[src/rtl/dcache_fifo_fill_pkg.sv]
// Shared definitions for the dcache fill FIFO block.
// Holds the set/tag geometry, FIFO dimensions, the entry layout
// {index, tag, data}, the controller state enum and the per-line
// operation codes used between the controller and each FIFO line.
package dcache_fifo_fill_pkg;

    localparam int NUM_SET_BITS           = 5;
    localparam int NUM_TAG_BITS           = 8;
    localparam int NUM_FIFO               = 4;
    localparam int FIFO_SIZE              = 4;
    localparam int NUM_FIFO_BITS          = $clog2(NUM_FIFO);
    localparam int NUM_FIFO_SIZE_BITS     = $clog2(FIFO_SIZE);
    localparam int DCACHE_FIFO_ENTRY_BITS = NUM_SET_BITS + NUM_TAG_BITS + 64;

    typedef enum logic {
        IDLE  = 1'b0,
        FLUSH = 1'b1
    } fill_state_e;

    // What a single FIFO line does on the next clock edge.
    typedef enum logic [2:0] {
        LN_HOLD   = 3'd0,
        LN_UPDATE = 3'd1,   // overwrite data of one slot in place
        LN_SHIFT  = 3'd2,   // push new entry into slot 0, drop the last slot
        LN_LOAD   = 3'd3,   // clear, bind, write new entry into slot 0
        LN_CLEAR  = 3'd4    // clear entries, valids and binding
    } line_op_e;

    typedef struct packed {
        logic [NUM_SET_BITS-1:0] index;
        logic [NUM_TAG_BITS-1:0] tag;
        logic [63:0]             data;
    } fifo_entry_t;

endpackage

[src/rtl/dcache_fifo_line.sv]
// One fill FIFO: FIFO_SIZE entries, per-entry valids and a bound flag.
// Ports:
//   clock, reset      - clock and synchronous active-high reset
//   op                - operation to apply at the next rising edge
//   upd_slot          - slot whose data is overwritten for LN_UPDATE
//   wr_entry          - entry written for LN_UPDATE/LN_SHIFT/LN_LOAD
//   entries/valid     - registered contents, slot 0 is the newest
//   bound             - registered "this line owns a set index" flag
module dcache_fifo_line #(
    parameter int FIFO_SIZE = dcache_fifo_fill_pkg::FIFO_SIZE,
    parameter int SLOT_W    = (FIFO_SIZE > 1) ? $clog2(FIFO_SIZE) : 1
) (
    input  logic                                             clock,
    input  logic                                             reset,
    input  dcache_fifo_fill_pkg::line_op_e                   op,
    input  logic [SLOT_W-1:0]                                upd_slot,
    input  dcache_fifo_fill_pkg::fifo_entry_t                wr_entry,
    output dcache_fifo_fill_pkg::fifo_entry_t [FIFO_SIZE-1:0] entries,
    output logic [FIFO_SIZE-1:0]                             valid,
    output logic                                             bound
);
    import dcache_fifo_fill_pkg::*;

    fifo_entry_t [FIFO_SIZE-1:0] entries_q, entries_d;
    logic [FIFO_SIZE-1:0]        valid_q, valid_d;
    logic                        bound_q, bound_d;

    assign entries = entries_q;
    assign valid   = valid_q;
    assign bound   = bound_q;

    always_comb begin
        entries_d = entries_q;
        valid_d   = valid_q;
        bound_d   = bound_q;
        case (op)
            LN_UPDATE: entries_d[upd_slot].data = wr_entry.data;
            LN_SHIFT: begin
                // Zeros shift in behind the last valid entry, so invalid
                // slots stay all-zero and valids stay contiguous.
                for (int k = FIFO_SIZE - 1; k > 0; k--) begin
                    entries_d[k] = entries_q[k-1];
                    valid_d[k]   = valid_q[k-1];
                end
                entries_d[0] = wr_entry;
                valid_d[0]   = 1'b1;
            end
            LN_LOAD: begin
                entries_d    = '0;
                valid_d      = '0;
                entries_d[0] = wr_entry;
                valid_d[0]   = 1'b1;
                bound_d      = 1'b1;
            end
            LN_CLEAR: begin
                entries_d = '0;
                valid_d   = '0;
                bound_d   = 1'b0;
            end
            default: ;
        endcase
    end

    always_ff @(posedge clock) begin
        if (reset) begin
            entries_q <= '0;
            valid_q   <= '0;
            bound_q   <= 1'b0;
        end else begin
            entries_q <= entries_d;
            valid_q   <= valid_d;
            bound_q   <= bound_d;
        end
    end

endmodule

[src/rtl/dcache_fifo_fill.sv]
// Data-cache fill buffer: NUM_FIFO per-set FIFOs of FIFO_SIZE entries.
// A fill updates a matching tag in place, otherwise shifts into the FIFO
// bound to its set, otherwise binds a free FIFO or evicts one round-robin.
// A flush clears one FIFO per cycle and pulses flush_done when finished.
// Ports:
//   clock, reset                  - clock, synchronous active-high reset
//   fill_valid/fill_ready         - fill handshake
//   fill_index/fill_tag/fill_data - the fill line
//   flush_req/flush_done          - flush request and completion pulse
//   FIFO, entry_valid, fifo_bound - registered FIFO contents and status
module dcache_fifo_fill #(
    parameter int NUM_FIFO  = dcache_fifo_fill_pkg::NUM_FIFO,
    parameter int FIFO_SIZE = dcache_fifo_fill_pkg::FIFO_SIZE
) (
    input  logic                                          clock,
    input  logic                                          reset,
    input  logic                                          fill_valid,
    output logic                                          fill_ready,
    input  logic [dcache_fifo_fill_pkg::NUM_SET_BITS-1:0] fill_index,
    input  logic [dcache_fifo_fill_pkg::NUM_TAG_BITS-1:0] fill_tag,
    input  logic [63:0]                                   fill_data,
    input  logic                                          flush_req,
    output logic                                          flush_done,
    output logic [NUM_FIFO-1:0][FIFO_SIZE-1:0][dcache_fifo_fill_pkg::DCACHE_FIFO_ENTRY_BITS-1:0] FIFO,
    output logic [NUM_FIFO-1:0][FIFO_SIZE-1:0]            entry_valid,
    output logic [NUM_FIFO-1:0]                           fifo_bound
);
    import dcache_fifo_fill_pkg::*;

    localparam int PTR_W  = (NUM_FIFO > 1) ? $clog2(NUM_FIFO) : 1;
    localparam int SLOT_W = (FIFO_SIZE > 1) ? $clog2(FIFO_SIZE) : 1;

    fill_state_e                           state_q, state_d;
    logic [PTR_W-1:0]                      flush_cnt_q, flush_cnt_d;
    logic [PTR_W-1:0]                      victim_q, victim_d;
    logic                                  flush_done_q, flush_done_d;

    fifo_entry_t [NUM_FIFO-1:0][FIFO_SIZE-1:0] line_ent;
    line_op_e                              line_op [NUM_FIFO];
    fifo_entry_t                           wr_entry;
    logic [SLOT_W-1:0]                     upd_slot;
    logic                                  idx_hit, tag_hit, free_any;
    logic [PTR_W-1:0]                      hit_fifo, free_fifo;

    assign wr_entry   = '{index: fill_index, tag: fill_tag, data: fill_data};
    assign fill_ready = (state_q == IDLE) && !flush_req;
    assign flush_done = flush_done_q;
    assign FIFO       = line_ent;

    // Lookup. A bound FIFO stores only its own set index, so slot 0 names
    // the set; at most one FIFO can match and tags within it are unique.
    always_comb begin
        idx_hit   = 1'b0;
        tag_hit   = 1'b0;
        hit_fifo  = '0;
        upd_slot  = '0;
        free_any  = 1'b0;
        free_fifo = '0;
        for (int i = 0; i < NUM_FIFO; i++) begin
            if (fifo_bound[i] && line_ent[i][0].index == fill_index) begin
                idx_hit  = 1'b1;
                hit_fifo = PTR_W'(i);
                for (int k = 0; k < FIFO_SIZE; k++) begin
                    if (entry_valid[i][k] && line_ent[i][k].tag == fill_tag) begin
                        tag_hit  = 1'b1;
                        upd_slot = SLOT_W'(k);
                    end
                end
            end
        end
        // Descending scan leaves the lowest-numbered free FIFO selected.
        for (int i = NUM_FIFO - 1; i >= 0; i--) begin
            if (!fifo_bound[i]) begin
                free_any  = 1'b1;
                free_fifo = PTR_W'(i);
            end
        end
    end

    always_comb begin
        state_d      = state_q;
        flush_cnt_d  = flush_cnt_q;
        victim_d     = victim_q;
        flush_done_d = 1'b0;
        for (int i = 0; i < NUM_FIFO; i++) line_op[i] = LN_HOLD;
        case (state_q)
            IDLE: begin
                if (flush_req) begin
                    state_d     = FLUSH;
                    flush_cnt_d = '0;
                end else if (fill_valid) begin
                    if (tag_hit)       line_op[hit_fifo]  = LN_UPDATE;
                    else if (idx_hit)  line_op[hit_fifo]  = LN_SHIFT;
                    else if (free_any) line_op[free_fifo] = LN_LOAD;
                    else begin
                        line_op[victim_q] = LN_LOAD;
                        victim_d = (victim_q == PTR_W'(NUM_FIFO - 1)) ? '0 : victim_q + 1'b1;
                    end
                end
            end
            FLUSH: begin
                line_op[flush_cnt_q] = LN_CLEAR;
                if (flush_cnt_q == PTR_W'(NUM_FIFO - 1)) begin
                    state_d      = IDLE;
                    flush_cnt_d  = '0;
                    victim_d     = '0;
                    flush_done_d = 1'b1;
                end else begin
                    flush_cnt_d = flush_cnt_q + 1'b1;
                end
            end
            default: state_d = IDLE;
        endcase
    end

    always_ff @(posedge clock) begin
        if (reset) begin
            state_q      <= IDLE;
            flush_cnt_q  <= '0;
            victim_q     <= '0;
            flush_done_q <= 1'b0;
        end else begin
            state_q      <= state_d;
            flush_cnt_q  <= flush_cnt_d;
            victim_q     <= victim_d;
            flush_done_q <= flush_done_d;
        end
    end

    for (genvar g = 0; g < NUM_FIFO; g++) begin : g_line
        dcache_fifo_line #(
            .FIFO_SIZE (FIFO_SIZE),
            .SLOT_W    (SLOT_W)
        ) u_line (
            .clock    (clock),
            .reset    (reset),
            .op       (line_op[g]),
            .upd_slot (upd_slot),
            .wr_entry (wr_entry),
            .entries  (line_ent[g]),
            .valid    (entry_valid[g]),
            .bound    (fifo_bound[g])
        );
    end

endmodule

[config.mk]
export PLATFORM = sky130hd
export DESIGN_NAME = dcache_fifo_fill
export DESIGN_NICKNAME = d
export VERILOG_FILES = /design/src/rtl/dcache_fifo_fill_pkg.sv /design/src/rtl/dcache_fifo_line.sv /design/src/rtl/dcache_fifo_fill.sv
export SDC_FILE = /design/constraint.sdc
export NUM_CORES = 2
export LEC_CHECK = 0
export CORE_AREA = 2 2 520 522
export CTS_CLUSTER_DIAMETER = 80
export DETAILED_ROUTE_END_ITERATION = 6
export DIE_AREA = 0 0 522 524
export PLACE_DENSITY_LB_ADDON = 0.3
export SYNTH_ARGS = -nofsm -noshare
export SYNTH_HDL_FRONTEND = slang
export SYNTH_SLANG_ARGS = --single-unit
export TNS_END_PERCENT = 20
[constraint.sdc]
create_clock -name clock -period 3.05 [get_ports clock]
set_clock_uncertainty 0.2 [all_clocks]
set_input_delay 0.305 -clock clock [delete_from_list [all_inputs] [get_ports clock]]
set_output_delay 0.305 -clock clock [all_outputs]
set_load 0.005 [all_outputs]
Word level (Yosys, flattened, before mapping) --
Index checks and enable logic that the tools add are counted.
Cells by class: $add $sub $neg 2, order comparisons 10, muxes and demuxes 101, div/mod/pow operators 0, shift-type cells 0, reduce and logical (&&, ||, !) cells 41, bitwise gates (word level) 5, equal/unequal tests 45, multipliers 0
Operators by type and width (count):
- $pmux W308 S4 | 4
- $bwmux W308 | 4
- $demux W77 S2 | 1
- $eq A8 B8 Y1 | 16
- $mux W2 | 33
- $mux W64 | 1
- $mux W11 | 5
- $pmux W4 S3 | 4
- $mux W1 | 33
- $logic_and A1 B1 Y1 | 26
- $demux W3 S2 | 4
- $eq A3 B2 Y1 const B | 8
- $pmux W12 S2 | 1
- $eq A5 B5 Y1 | 4
- $reduce_bool A4 Y1 | 4
- $eq A3 B1 Y1 const B | 4
- $eq A3 B3 Y1 const B | 4
- $ge A3 B3 Y1 const B | 4
- $lt A3 B1 Y1 const B | 4
- $mux W3 | 4
- $ne A2 B2 Y1 const B | 6
- $not A2 Y3 | 4
- $reduce_bool A3 Y1 | 4
- $pmux W1 S2 | 5
- other kinds (11) | 17
Word-level totals: latch bits 0, word-level logic and storage cells 264, flip-flop bits (word level) 1258, memories 0, bits in read-only memories 0, bits in writable memories 0

Depth between registers and ports, before layout --
depth in word-level cells 28, mapped depth 14, gate-level depth less buffers 11

Hierarchy --
A second synthesis with hierarchy kept.
Second synthesis, totals: cell total of the unflattened synthesis 6418, area total of the unflattened synthesis 57805.4 um^2
By module, submodules not included:
- dcache_fifo_line at g_line[0].u_line ... | times used 3, cells each 1521, area each 13819.5 um^2
- dcache_fifo_line at g_line[3].u_line | times used 1, cells each 1520, area each 13774.5 um^2
- dcache_fifo_fill | times used 1, cells each 335, area each 2572.5 um^2

Least setup slack after synthesis --
No wires, ideal clock.
path kind input to register, start in fill_index[4] in the netlist's numbering, end reg (tool-made name), arrival 2813 ps, buffers on the path 6, data required time 2755 ps, cell stages on the path 13, slack -59 ps, setup time 95 ps, path through buf_2 -> xor2_1 -> nor4_1 -> and3_1 -> buf_2 -> buf_2 -> o21ai_0 -> o21a_1 -> buf_2 -> or3_1 -> buf_2 -> buf_2 -> a221oi_1
RTL lines:
- from (decl) | RTL line dcache_fifo_fill.sv:19 | input logic [dcache_fifo_fill_pkg::NUM_SET_BITS-1:0] fill_index,

==> flow_results.org <==
** Yosys
- Post-synthesis register bit count :: approximately 1300
- Syn avg cell area :: about 8.8 um2
- Share of the yosys chip area belonging to registers :: about 45%
- The commonest cells after synthesis are sky130_fd_sc_hd__dfxtp_1, sky130_fd_sc_hd__nor2_1, sky130_fd_sc_hd__clkbuf_1.
- Synthesis handed over a netlist of about 6300 instances.
- sky130_fd_sc_hd__dfxtp_1 takes more of the synthesized area than any other cell.
- Of all flip-flops after synthesis, the portion carrying an async set or reset was 0%.
- Yosys printed 0 warnings.
- Distinct cell type count after synthesis :: 72
- Synthesized Nets :: 6428
- Ranked by total cell area, the synthesized netlist is headed by sky130_fd_sc_hd__dfxtp_1, sky130_fd_sc_hd__a22oi_1, sky130_fd_sc_hd__a221oi_1, sky130_fd_sc_hd__nor2_1, sky130_fd_sc_hd__a21oi_1.
- Top-count cell post-synth :: sky130_fd_sc_hd__dfxtp_1
- Number of enable-type register cells in the synthesized netlist :: 0
- The synthesized netlist occupies a cell area of 0.0558 mm2.
- Of the post-synthesis cell area, the dominant cell type holds 45.2%.
- For this run, the leading register cell type out of synthesis is sky130_fd_sc_hd__dfxtp_1.

** Place
- Port-buffer cells :: ~1300
- At the end of routability-driven placement, the weighted congestion stood at between 0.8 and 0.9.
- Hpwl dp :: ~260000 um
- Summing all placed instances gives a cell area of 0.0791 mm2.

** GRT
- Global routing usage summed across all routing layers :: between 20 and 25%
- Pin count of the biggest net entering global routing :: 131
- The initial antenna violation count is 12.
- Global-route wire length before repair :: 482000 um
- Summed over all layers, the global routing overflow is 0.
- The number of global-route vias before repair came to between 50000 and 60000.

** Timing
- Transition time at the pin with the least slew margin :: around 1.3 ns
- Fin. Hold Viols :: 0
- For the final routed database, the setup TNS stands at -230.07 ns.
- Of the available clock period, the critical path in the final layout requires 112%.
- The worst pin sits at a relative slew slack of 16.3%.
- Final worst setup slack :: -0.376 ns
- Setup Viol. Count Final :: 1168
- The number of max-slew violations in the final report is 0.
- After layout, the minimum clock period comes to 3.43 ns.
- Setup repair after global routing could not meet its margin everywhere.
- Worst hold margin :: 0.0952 ns
- Highest Clock Rate :: 292 MHz

** Final layout
- Measured on the finished design, the core utilization comes to between 30% and 40%.
- The post-route netlist has ~22% of its cells at a drive strength greater than 1.
- Relative to the synthesized area, the layout overhead comes to 61.6%.
- The finished cells cover roughly 0.09 mm2.
- Counting the fill cells in the layout gives ~27000.
- Number of nets in the final layout :: between 8000 and 9000

** Hold path
- Along the worst hold path, the cell count comes to 4.
- The path class of the tightest hold or removal check is input pin to register.
- The startpoint identified for the worst hold timing path is fill_tag[0].

** Clock tree
- Sinks on Clock Net :: 1258
- CTS tree :: done
- Maximum level of the CTS H-tree :: 4
- Clock input transition at the sequential cells of the worst setup and hold paths :: 0.06 ns
- Insertion delay to the later sink of the worst-skew pair :: 0.82 ns
- The longest clock path from root to sink contains 3 buffers.
- CTS root buffer :: sky130_fd_sc_hd__clkbuf_16
- Counting the buffers created by CTS gives between 150 and 200.

** Worst setup path
- Cell with the largest stage delay on the worst path :: sky130_fd_sc_hd__a2111o_2
- Critical path buffers and inverters :: 3
- Endpoint class of the critical path :: register
- Library cell appearing most often on the critical path :: sky130_fd_sc_hd__buf_4
- Required time reported for the critical path endpoint :: around 3.6 ns
- Number of cell instances on the worst register-to-register path :: 11
- The largest single stage delay on the critical path is roughly 0.42 ns.
- Minimum setup slack among reg-to-reg paths :: -0.38 ns
- The worst setup path is launched from a register.
- Worst path top cell family by delay :: compound AO/OA/AOI/OAI gates
- Worst Setup Path Type :: register to register
- At the worst endpoint, the arrival time is about 3.9 ns.
- In this run the worst path has a maximum fanout of 42.
- The signal on the critical path passes through xor2_1 > nor4_2 > and3_4 > o21ai_0 > buf_4 > o211ai_1 > a32oi_4 > buf_4 > a2111o_2 > buf_12 > a221oi_1.

** Floorplan
- During I/O placement, the number of pins put on the boundary was about 1300.
- Initial Util :: a little over a fifth
- Chip width :: between 500 and 600 um
- The region available for standard cell placement spans around 0.27 mm2.
- Area of the die :: ~0.27 mm2
- The die is about 520 um tall.
- Row cnt :: 190

** Status
- The final reports fail on design-rule violations, negative setup slack.
- The flow ran to the end, but the final reports show violations.

** Detailed routing
- After detailed routing, the number of remaining DRC violations is 1.
- The routed layout has a little over 60000 vias.
- The first detailed-routing pass ran for 7 iterations.
- Wirelength, routed :: around 370000 um
- In this run the remaining antenna-violating nets after routing total 0.
- Wire length per cell :: 31.1 um
- Dividing the detail-routed via count by the number of cells gives 5.28.
- The first routing iteration left between 6000 and 7000 violations.

** Power
- Summed over all cells, the static leakage comes to approximately 0.033 uW.
- Maximum vdd ir drop :: ~0.55 mV
- Power spread over the standard cell area amounts to slightly below 500 mW/mm2.

** Flow run
- Max-cap violations :: 0
-- cells by family after synthesis --
logic type	Yosys count	share of synthesized area (%)
compound gates	2406	32.1
simple gates	1572	12.9
flops	1258	45.2
buf+inv	941	7.19
xor+xnor	148	2.41
fa+ha+maj	8	0.180
mux	6	0.108
-- worst register-to-register path, delay by kind of cell (launching register included) --
kind | cells | cell delay [ns]
xor gates and xnor gates | 1 | 0.16
DFF | 1 | 0.34
buffers and inverters | 3 | 0.55
and+or+nand+nor | 2 | 0.66
AOI/OAI and AO/OA | 5 | 1.43
-- timing repair --
action                                 in CTS  in global routing
setup buffers                              78                 52
endpoints found under the hold margin      55                  0
pin swaps                                 116                123
setup endpoints to repair                1226               1230
hold buffers                                8                  0
cloned                                     33                 42
resized for setup                         279                252
-- how the worst max path moves through the flow --
stage | cells after the start | startpoint | slack, ns | end
5_1_grt | 16 | register | -0.43 | register
3_3_place_gp | 17 | fill_tag[1] | -1.26 | register
2_1_floorplan | 12 | fill_index[3] | -0.05 | register
4_1_cts | 13 | register | -0.35 | register
3_5_place_dp | 15 | fill_tag[0] | -1.24 | register
6_report | 11 | register | -0.38 | register
-- metrics by stage --
step | std cells | setup WS [ns] | total power (uW)
2_1_floorplan | 6339 | -0.0468 | 19700
3_3_place_gp | 11300 | -1.26 | 22900
3_5_place_dp | 11300 | -1.24 | 22900
4_1_cts | 11700 | -0.346 | 43700
5_1_grt | 11800 | -0.429 | 44900
6_report | 11800 | -0.376 | 43600
-- routing by layer --
metal / up-vias / track usage (%) / wire length, um
met4: 2 / 10.3 / 18200
met2: 3178 / 40.3 / 173000
met3: 669 / 6.54 / 30500
met5: - / 0 / 10
met1: 30900 / 29.7 / 144000
li1: 27300 / - / -
-- cell type report --
type,count,area (um2),area share (%)
Clock inverter,67,876,0.972
Clock buffer,224,4640,5.15
Inverter,134,510,0.566
Multi-Input combinational cell,4141,28500,31.6
Tap cell,3552,4440,4.93
Antenna cell,9,22.5,0.0250
Sequential cell,1258,25200,28.0
Timing Repair Buffer,2370,25900,28.7
-- cells in the final DEF, fill, tap and decap left out, drive strengths merged, types with 9 or more instances in the layout --
cell type,instances
o31a,64
a31o,65
o41ai,128
xor2,17
a32oi,129
a2bb2oi,64
a31oi,11
o21ai,209
a221oi,320
nor3,39
clkbuf,263
o21a,9
nor3b,65
a41o,64
dfxtp,1258
diode,9
clkinv,40
xnor2,131
clkdlybuf4s50,1333
a21oi,488
buf,987
bufinv,12
nand4,27
a22o,64
nand2,472
o31ai,264
nand3,307
nor2,612
a22oi,375
inv,143
a211oi,128
nor4,14
-- power by group --
group | switching (uW) | internal [uW] | leakage, uW
Sequential | 603 | 17000 | 0.0102
Clock | 8380 | 11700 | 0.00270
Combinational | 3240 | 2700 | 0.0196
(Power assumes the default switching activity.)
